===== config.mk =====
export PLATFORM = sky130hd
export DESIGN_NAME = text_console_ctrl
export DESIGN_NICKNAME = d
export VERILOG_FILES = /design/src/rtl/text_console_ctrl.sv
export SDC_FILE = /design/constraint.sdc
export NUM_CORES = 1
export LEC_CHECK = 0
export BUFFER_PORTS_ARGS = -buffer_cell sky130_fd_sc_hd__buf_4
export CAP_MARGIN = 40
export CELL_PAD_IN_SITES_DETAIL_PLACEMENT = 1
export CELL_PAD_IN_SITES_GLOBAL_PLACEMENT = 1
export CORE_UTILIZATION = 42
export CTS_CLUSTER_DIAMETER = 80
export DETAILED_ROUTE_END_ITERATION = 16
export PLACE_DENSITY_LB_ADDON = 0.12
export SYNTH_ARGS = -nofsm -noshare
export SYNTH_HDL_FRONTEND = slang
export SYNTH_SLANG_ARGS = --single-unit
export TNS_END_PERCENT = 30

===== constraint.sdc =====
create_clock -name clk -period 4.5 [get_ports clk]
set_input_delay 0.9 -clock clk [delete_from_list [all_inputs] [get_ports clk]]
set_output_delay 0.9 -clock clk [all_outputs]
set_load 0.005 [all_outputs]

===== src/rtl/text_console_ctrl.sv =====
// Console sequencer for the 32x28 text overlay: turns PUTC/GOTO/CLEAR/CLEAR_EOL
// commands into single-cycle writes on the overlay character register.
module text_console_ctrl #(
   parameter int         COLS      = 32,
   parameter int         ROWS      = 28,
   parameter logic [7:0] FILL_CHAR = 8'h20
) (
   input  logic        clk,
   input  logic        reset,
   input  logic        cmd_valid,
   output logic        cmd_ready,
   input  logic [1:0]  cmd_op,
   input  logic [15:0] cmd_data,
   output logic [3:0]  reg_char_we,
   output logic [31:0] reg_char_di,
   output logic [4:0]  cursor_x,
   output logic [4:0]  cursor_y,
   output logic        busy
);

   localparam logic [4:0] XMAX = 5'(COLS - 1);
   localparam logic [4:0] YMAX = 5'(ROWS - 1);
   localparam logic [9:0] LAST = 10'(COLS * ROWS - 1);

   typedef enum logic [1:0] {IDLE, CLR, EOL} state_e;

   state_e      state_q;
   logic [4:0]  x_q, y_q;
   logic [9:0]  cnt_q;
   logic [3:0]  we_q;
   logic [31:0] di_q;
   logic        busy_q;

   logic [7:0]  ch;
   logic [4:0]  x_d, y_d, y_inc, goto_y;
   logic        put_wr;
   logic [9:0]  cnt_nx;
   logic        unused_cmd_bits;

   function automatic logic [31:0] pack(input logic [4:0] x, input logic [4:0] y,
                                        input logic [7:0] c);
      return {8'h00, 3'b000, x, 3'b000, y, c};
   endfunction

   assign ch              = cmd_data[7:0];
   assign cnt_nx          = cnt_q + 10'd1;
   assign unused_cmd_bits = ^cmd_data[15:13];
   assign goto_y          = (cmd_data[12:8] > YMAX) ? YMAX : cmd_data[12:8];
   assign y_inc           = (y_q == YMAX) ? '0 : y_q + 5'd1;

   // Cursor update for PUTC; printable means 0x20..0x7E or anything >= 0x80.
   always_comb begin
      x_d    = x_q;
      y_d    = y_q;
      put_wr = 1'b0;
      if (ch >= 8'h20 && ch != 8'h7F) begin
         put_wr = 1'b1;
         if (x_q == XMAX) begin
            x_d = '0;
            y_d = y_inc;
         end else begin
            x_d = x_q + 5'd1;
         end
      end else begin
         case (ch)
            8'h0A: begin
               x_d = '0;
               y_d = y_inc;
            end
            8'h0D: x_d = '0;
            8'h08: if (x_q != '0) x_d = x_q - 5'd1;
            default: ;
         endcase
      end
   end

   always_ff @(posedge clk) begin
      if (reset) begin
         state_q <= IDLE;
         x_q     <= '0;
         y_q     <= '0;
         cnt_q   <= '0;
         we_q    <= '0;
         di_q    <= '0;
         busy_q  <= 1'b0;
      end else begin
         we_q <= '0;
         di_q <= '0;
         case (state_q)
            IDLE: begin
               if (cmd_valid) begin
                  case (cmd_op)
                     2'd0: begin
                        x_q <= x_d;
                        y_q <= y_d;
                        if (put_wr) begin
                           we_q <= 4'b0001;
                           di_q <= pack(x_q, y_q, ch);
                        end
                     end
                     2'd1: begin
                        x_q <= cmd_data[4:0];
                        y_q <= goto_y;
                     end
                     2'd2: begin
                        state_q <= CLR;
                        busy_q  <= 1'b1;
                        cnt_q   <= '0;
                        we_q    <= 4'b0001;
                        di_q    <= pack('0, '0, FILL_CHAR);
                     end
                     default: begin
                        state_q <= EOL;
                        busy_q  <= 1'b1;
                        cnt_q   <= {5'b00000, x_q};
                        we_q    <= 4'b0001;
                        di_q    <= pack(x_q, y_q, FILL_CHAR);
                     end
                  endcase
               end
            end
            // cnt_q holds the index of the write currently on the outputs.
            CLR: begin
               if (cnt_q == LAST) begin
                  state_q <= IDLE;
                  busy_q  <= 1'b0;
                  x_q     <= '0;
                  y_q     <= '0;
               end else begin
                  cnt_q <= cnt_nx;
                  we_q  <= 4'b0001;
                  di_q  <= pack(cnt_nx[4:0], cnt_nx[9:5], FILL_CHAR);
               end
            end
            EOL: begin
               if (cnt_q[4:0] == XMAX) begin
                  state_q <= IDLE;
                  busy_q  <= 1'b0;
               end else begin
                  cnt_q <= cnt_nx;
                  we_q  <= 4'b0001;
                  di_q  <= pack(cnt_nx[4:0], y_q, FILL_CHAR);
               end
            end
            default: state_q <= IDLE;
         endcase
      end
   end

   assign cmd_ready   = (state_q == IDLE) && !reset;
   assign reg_char_we = we_q;
   assign reg_char_di = di_q;
   assign cursor_x    = x_q;
   assign cursor_y    = y_q;
   assign busy        = busy_q;

endmodule

Word-level counts from Yosys, hierarchy flattened
Index checks and enable logic that the tools add are counted.
{"block": "op_classes", "add_sub_neg": 4, "n_lt_le_gt_ge": 2, "n_eq_ne": 23, "n_mux": 44, "reduce_logical": 15}
{"op": "21-bit one-hot mux with 3 select lines", "n": 2}
{"op": "21-bit two-way mux", "n": 4}
{"op": "5-bit two-way mux", "n": 11}
{"op": "5-bit one-hot mux with 2 select lines", "n": 5}
{"op": "10-bit two-way mux", "n": 3}
{"op": "10-bit one-hot mux with 3 select lines", "n": 1}
{"op": "8-bit by 4-bit equality test with 1-bit output (second input constant)", "n": 3}
{"op": "10-bit one-hot mux with 2 select lines", "n": 1}
{"op": "5-bit equality test (second input constant)", "n": 3}
{"op": "2-bit != test (second input constant)", "n": 6}
{"op": "6-bit AND reduction", "n": 2}
{"op": "10-bit by 1-bit adder with 10-bit output (second input constant)", "n": 1}
{"op": "5-bit by 1-bit adder with 5-bit output (second input constant)", "n": 2}
{"op": "10-bit equality test (second input constant)", "n": 1}
{"op": "5-bit AND reduction", "n": 2}
{"op": "1-bit two-way mux", "n": 9}
{"op": "8-bit by 6-bit greater-or-equal comparator with 1-bit output (second input constant)", "n": 1}
{"op": "8-bit by 7-bit != test with 1-bit output (second input constant)", "n": 1}
{"op": "2-bit two-way mux", "n": 3}
{"op": "1-bit one-hot mux with 3 select lines", "n": 2}
{"op": "2-bit one-hot mux with 3 select lines", "n": 1}
{"op": "5-bit > comparator (second input constant)", "n": 1}
{"op": "5-bit by 4-bit != test with 1-bit output (second input constant)", "n": 1}
{"op": "5-bit != test (second input constant)", "n": 1}
{"op": "other kinds (16)", "n": 21}
{"block": "totals", "regBits": 59, "in_bits": 21, "out_inout_bits": 48, "word_cells": 95}

Depth between registers and ports, before layout
{"block": "logic_depth", "ltp_word": 7, "ltp_mapped": 9, "mapped_depth_nobuf": 9}

Worst setup path before layout
Ideal clock, no wire load.
{"block": "synth_path", "path_kind": "input to output", "startpoint": "input reset", "endpoint": "output cmd_ready", "t_arrival_ps": 1535, "required_ps": 3600, "setup_slack_ps": 2065, "path_stages": 3, "n_path_buf": 2, "path_cell_list": "clkbuf_1 buf_1 nor2_1"}
{"block": "synth_via", "elab_chain_cells": 2}
{"element": "start, declared", "line": "9", "text": "input logic reset,"}
{"element": "1-bit logical NOT", "line": "150", "text": "assign cmd_ready = (state_q == IDLE) && !reset;"}
{"element": "1-bit logical AND", "line": "150"}
{"element": "end, declared", "line": "11", "text": "output logic cmd_ready,"}
Every way passes these cells.

Worst setup path in the final report
{"block": "layout_path", "startpoint": "register state_q[0]", "endpoint": "register cnt_q[2]"}
{"block": "layout_via", "elab_chain_cells": 3, "word_cells_on_any_way": 10, "classes_between": "6 x eq/ne; 1 x mux; 3 x reduce/logical"}
{"element": "start, declared", "line": "27", "text": "state_e state_q;"}
{"element": "start signal, assigned", "line": "79", "text": "state_q <= IDLE;"}
{"element": "start signal, assigned", "line": "106", "text": "state_q <= CLR;"}
{"element": "start signal, assigned", "line": "113", "text": "state_q <= EOL;"}
{"element": "2-bit equality test (tied with other cells)", "line": "89", "text": "case (state_q)"}
{"element": "2-bit != test (no source line) / 3-bit nonzero test (equally long branches)"}
{"element": "5-bit AND reduction (no source line)"}
{"element": "end signal, assigned", "line": "115", "text": "cnt_q <= {5'b00000, x_q};"}
{"element": "end signal, assigned", "line": "130", "text": "cnt_q <= cnt_nx;"}
{"element": "end signal, assigned", "line": "140", "text": "cnt_q <= cnt_nx;"}
{"element": "end, declared", "line": "29", "text": "logic [9:0] cnt_q;"}
Parallel ways exist; a longest one is shown, timed or not.
A chain may end at the register's enable or synchronous reset.

==> report_table.html <==
<table>
<tr><th>Metric</th><th>Value</th></tr>
<tr><th colspan="2">Status</th></tr>
<tr><td>Result of the run</td><td>finished clean</td></tr>
<tr><th colspan="2">Route</th></tr>
<tr><td>Routed wirelength normalized by instance count</td><td>16.2 um</td></tr>
<tr><td>Pre-Repair DR Iteration Count</td><td>4</td></tr>
<tr><td>Remaining design rule violation count</td><td>0</td></tr>
<tr><td>Top layer used by detailed routing</td><td>met4</td></tr>
<tr><td>Post-detailed-route via-to-cell ratio</td><td>5.54</td></tr>
<tr><td>Via count of the routed design</td><td>2426</td></tr>
<tr><td>Met3 wire length</td><td>215 um</td></tr>
<tr><td>Detailed-routing wirelength on met1</td><td>3370 um</td></tr>
<tr><td>Routed length on met2</td><td>3370 um</td></tr>
<tr><td>Number of violations reported at the end of detailed-routing iteration 0</td><td>87</td></tr>
<tr><td>Count of nets left with antenna violations after detail routing</td><td>0</td></tr>
<tr><td>Drt total wl</td><td>7090 um</td></tr>
<tr><th colspan="2">Final layout</th></tr>
<tr><td># nets final</td><td>395</td></tr>
<tr><td>Highest-count cells in the layout ignoring fill and taps</td><td>buf_4, dfxtp_1, nor2_1</td></tr>
<tr><td>Fraction of final layout cells with drive strength greater than 1</td><td>20.7%</td></tr>
<tr><td>Most common cell after layout, fill and taps aside</td><td>buf_4</td></tr>
<tr><td>Antenna Diode Count</td><td>0</td></tr>
<tr><td>Finished Cell Area</td><td>3090 um2</td></tr>
<tr><td>Signed area change from the synthesized netlist to the final layout</td><td>16.3%</td></tr>
<tr><th colspan="2">Clock network</th></tr>
<tr><td>Htree depth</td><td>2</td></tr>
<tr><td>Number of buffers created by CTS</td><td>5</td></tr>
<tr><td>Clock Tree Root</td><td>clkbuf_8</td></tr>
<tr><td>CTS max path bufs</td><td>2</td></tr>
<tr><td>Clock sinks</td><td>42</td></tr>
<tr><td>Post-cts resize count</td><td>0</td></tr>
<tr><td>TritonCTS clock tree</td><td>done</td></tr>
<tr><td>Clock Pin Slew Worst Setup and Hold Paths</td><td>80 ps</td></tr>
<tr><td>CTS Hold Buffers Added</td><td>0</td></tr>
<tr><td>Postcts setup bufs</td><td>0</td></tr>
<tr><td>Insertion delay of the later-clocked pin in the worst-skew pair</td><td>300 ps</td></tr>
<tr><th colspan="2">Timing</th></tr>
<tr><td>Relative slew slack</td><td>43.8%</td></tr>
<tr><td>Final count of pins violating max slew</td><td>0</td></tr>
<tr><td>Unrepaired setup endpoints after global routing</td><td>false</td></tr>
<tr><td>Total negative slack</td><td>0 ps</td></tr>
<tr><td>Final cycle utilization of the critical path</td><td>55.2%</td></tr>
<tr><td>Min Clock Period, post-route</td><td>2480 ps</td></tr>
<tr><td>Actual transition at the worst max-transition pin</td><td>842 ps</td></tr>
<tr><td>Endpoints failing setup</td><td>0</td></tr>
<tr><td>Number of hold violations in the final report</td><td>0</td></tr>
<tr><td>Fmax</td><td>403 MHz</td></tr>
<tr><td>Max Clock Skew</td><td>4.70 ps</td></tr>
<tr><th colspan="2">Synthesis</th></tr>
<tr><td>Share of the synthesized area in the top cell type</td><td>31.6%</td></tr>
<tr><td>Top area cells in the synthesized netlist</td><td>dfxtp_1, ha_1, buf_4, nor2_1, a21oi_1</td></tr>
<tr><td>Predominant post-synthesis flop cell</td><td>dfxtp_1</td></tr>
<tr><td>Cell variety after synth</td><td>64</td></tr>
<tr><td>Proportion of register bits with asynchronous set or reset after synthesis</td><td>0%</td></tr>
<tr><td>Number of flip-flops and latches in the synthesized netlist</td><td>42</td></tr>
<tr><td>Mapped Area</td><td>2660 um2</td></tr>
<tr><td>Sequential share of the synthesized area</td><td>31.6%</td></tr>
<tr><td>Number of synthesized flops with an enable pin</td><td>0</td></tr>
<tr><td>Post-Synthesis Cells</td><td>321</td></tr>
<tr><td>Cell accounting for the most synthesized area</td><td>dfxtp_1</td></tr>
<tr><td>Avg Synthesized Cell Area</td><td>8.28 um2</td></tr>
<tr><td>Yosys warning total</td><td>0</td></tr>
<tr><th colspan="2">Min path</th></tr>
<tr><td>Worst min path class</td><td>reg2reg</td></tr>
<tr><td>WHS Path Cells</td><td>2</td></tr>
<tr><th colspan="2">Critical path</th></tr>
<tr><td>Launch point of the worst reg-to-reg path</td><td>state_q[0]</td></tr>
<tr><td>Critical path launch point type</td><td>flip-flop</td></tr>
<tr><td>Register-to-Register Path Depth</td><td>7</td></tr>
<tr><td>Worst endpoint data arrival time</td><td>2690 ps</td></tr>
<tr><td>Critical path class</td><td>reg2reg</td></tr>
<tr><td>Start point of the critical path</td><td>state_q[0]</td></tr>
<tr><td>Reg-to-reg critical path endpoint</td><td>cnt_q[2]</td></tr>
<tr><td>Worst endpoint required time</td><td>4700 ps</td></tr>
<tr><td>Worst reg2reg setup slack</td><td>2020 ps</td></tr>
<tr><td>Worst Setup End Kind</td><td>flip-flop</td></tr>
<tr><td>Maximum fanout count along the critical path</td><td>19</td></tr>
<tr><td>Crit path capture</td><td>cnt_q[2]</td></tr>
<tr><th colspan="2">Floorplanning</th></tr>
<tr><td>Die width</td><td>81.6 um</td></tr>
<tr><td>Die ar.</td><td>6650 um2</td></tr>
<tr><td>Starting density of the core</td><td>44.1%</td></tr>
<tr><td>Core area</td><td>6030 um2</td></tr>
<tr><td>Placement row count</td><td>28</td></tr>
<tr><td>Die H</td><td>81.6 um</td></tr>
<tr><td>Top-level I/O count</td><td>69</td></tr>
<tr><th colspan="2">Placement</th></tr>
<tr><td>Count of input and output buffers</td><td>48</td></tr>
<tr><td>DP Wirelength</td><td>5130 um</td></tr>
<tr><td>Instance area at placement</td><td>2990 um2</td></tr>
<tr><td>RePlAce Congestion</td><td>0.768</td></tr>
<tr><th colspan="2">Global routing</th></tr>
<tr><td>Aggregate global-route resource usage</td><td>22.5%</td></tr>
<tr><td>Wire length of the first global-routing pass</td><td>11400 um</td></tr>
<tr><td>Maximum number of pins on one net before global-route repair</td><td>29</td></tr>
<tr><td>Grt ovf</td><td>0</td></tr>
<tr><td>Via count of the first global-routing pass</td><td>2292</td></tr>
<tr><td>Antenna violations before repair</td><td>0</td></tr>
<tr><th colspan="2">Run</th></tr>
<tr><td>Max-capacitance violation count</td><td>0</td></tr>
<tr><th colspan="2">Power</th></tr>
<tr><td>VDD IR max</td><td>134 uV</td></tr>
<tr><td>Leak</td><td>1.24 nW</td></tr>
<tr><td>Power per standard cell area</td><td>333 nW/um2</td></tr>
</table>
cell usage after synthesis (3+ instances only):
master,count
a22oi_1,4
inv_1,17
dfxtp_1,42
and2_1,8
clkbuf_1,9
mux2i_1,6
nand4_1,6
or3_1,4
buf_4,18
or2_2,4
o2bb2ai_1,5
xnor2_1,7
a21oi_1,20
xor2_1,4
a31oi_1,3
nand2_1,14
ha_1,12
nor2b_1,4
nor2_1,31
a211oi_1,4
o21ai_0,11
a21bo_2,3
o211ai_1,7
nor3_1,7
nand3_1,16
nand2b_1,6
worst min path at each step:
| stage | to | startpoint | slack [ps] |
|---|---|---|---|
| 2_1_floorplan | reg_char_di[16] | cnt_q[0] | 470 |
| 3_3_place_gp | busy | busy | 490 |
| 3_5_place_dp | cnt_q[9] | cnt_q[9] | 500 |
| 4_1_cts | cnt_q[9] | cnt_q[9] | 510 |
| 5_1_grt | busy | busy | 540 |
| 6_report | busy | busy | 500 |
kinds of logic (layout without fill, tap and decap cells):
| group | count (synthesis) | count (layout) | share of synthesized area, % |
|---|---|---|---|
| multiplexers | 6 | 6 | 2.26 |
| adder cells (fa/ha/maj) | 12 | 12 | 5.65 |
| AND/OR/NAND/NOR | 119 | 119 | 23.8 |
| other | 1 | 17 | 0.141 |
| flip-flops | 42 | 42 | 31.6 |
| XOR/XNOR | 11 | 11 | 3.62 |
| AO/OA/AOI/OAI | 82 | 82 | 23.2 |
| buffers and inverters | 48 | 74 | 9.65 |
sequential cells by signal, indices dropped and copies added, names as in the netlist:
| signal | count |
|---|---|
| reg_char_we | 1 |
| cnt_q | 10 |
| cursor_y | 5 |
| cursor_x | 5 |
| reg_char_di | 18 |
| state_q | 2 |
| busy | 1 |
stage by stage:
stage / setup slack, ps / std cells / hold WS (ps) / utilization (%) / power (W)
final: 2020 / 438 / 501 / 51.3 / 0.00103
after global routing: 1810 / 438 / 542 / 51.3 / 0.00109
after CTS: 2010 / 438 / 510 / 51.3 / 0.00104
after detailed placement: 1800 / 430 / 498 / 49.5 / 0.000731
after global placement: 1850 / 429 / 486 / 49.5 / 0.000723
after floorplan: 2070 / 337 / 469 / - / 0.000645
area by class of cell:
cell class	count	area [um2]
fill	756	2930
multi-input combinational	247	1620
sequential	42	841
timing repair buffer	49	365
tap	75	93.8
clock buffer	7	76.3
inverter	17	63.8
clock inverter	1	30.0
power by group:
part / total (W) / switching (W) / internal [W]
Combinational: 0.000287 / 0.000165 / 0.000122
Sequential: 0.000437 / 0.0000357 / 0.000401
Clock: 0.000305 / 0.000138 / 0.000166
Total: 0.00103 / 0.000339 / 0.000690
per-layer routing:
layer	GRT usage, %	vias to the layer above
li1	-	1194
met1	29.5	1168
met2	37.6	53
met3	3.56	11
met4	6.96	0
met5	0	-
critical path, cell delays in order (launching register included):
cell,delay (ps)
dfxtp_1,420
inv_1,90
ha_1,280
a21boi_1,170
or2_1,260
a221oi_4,660
o21ai_0,200
a221oi_1,310
Note: power is estimated with default switching activity, not from simulation.
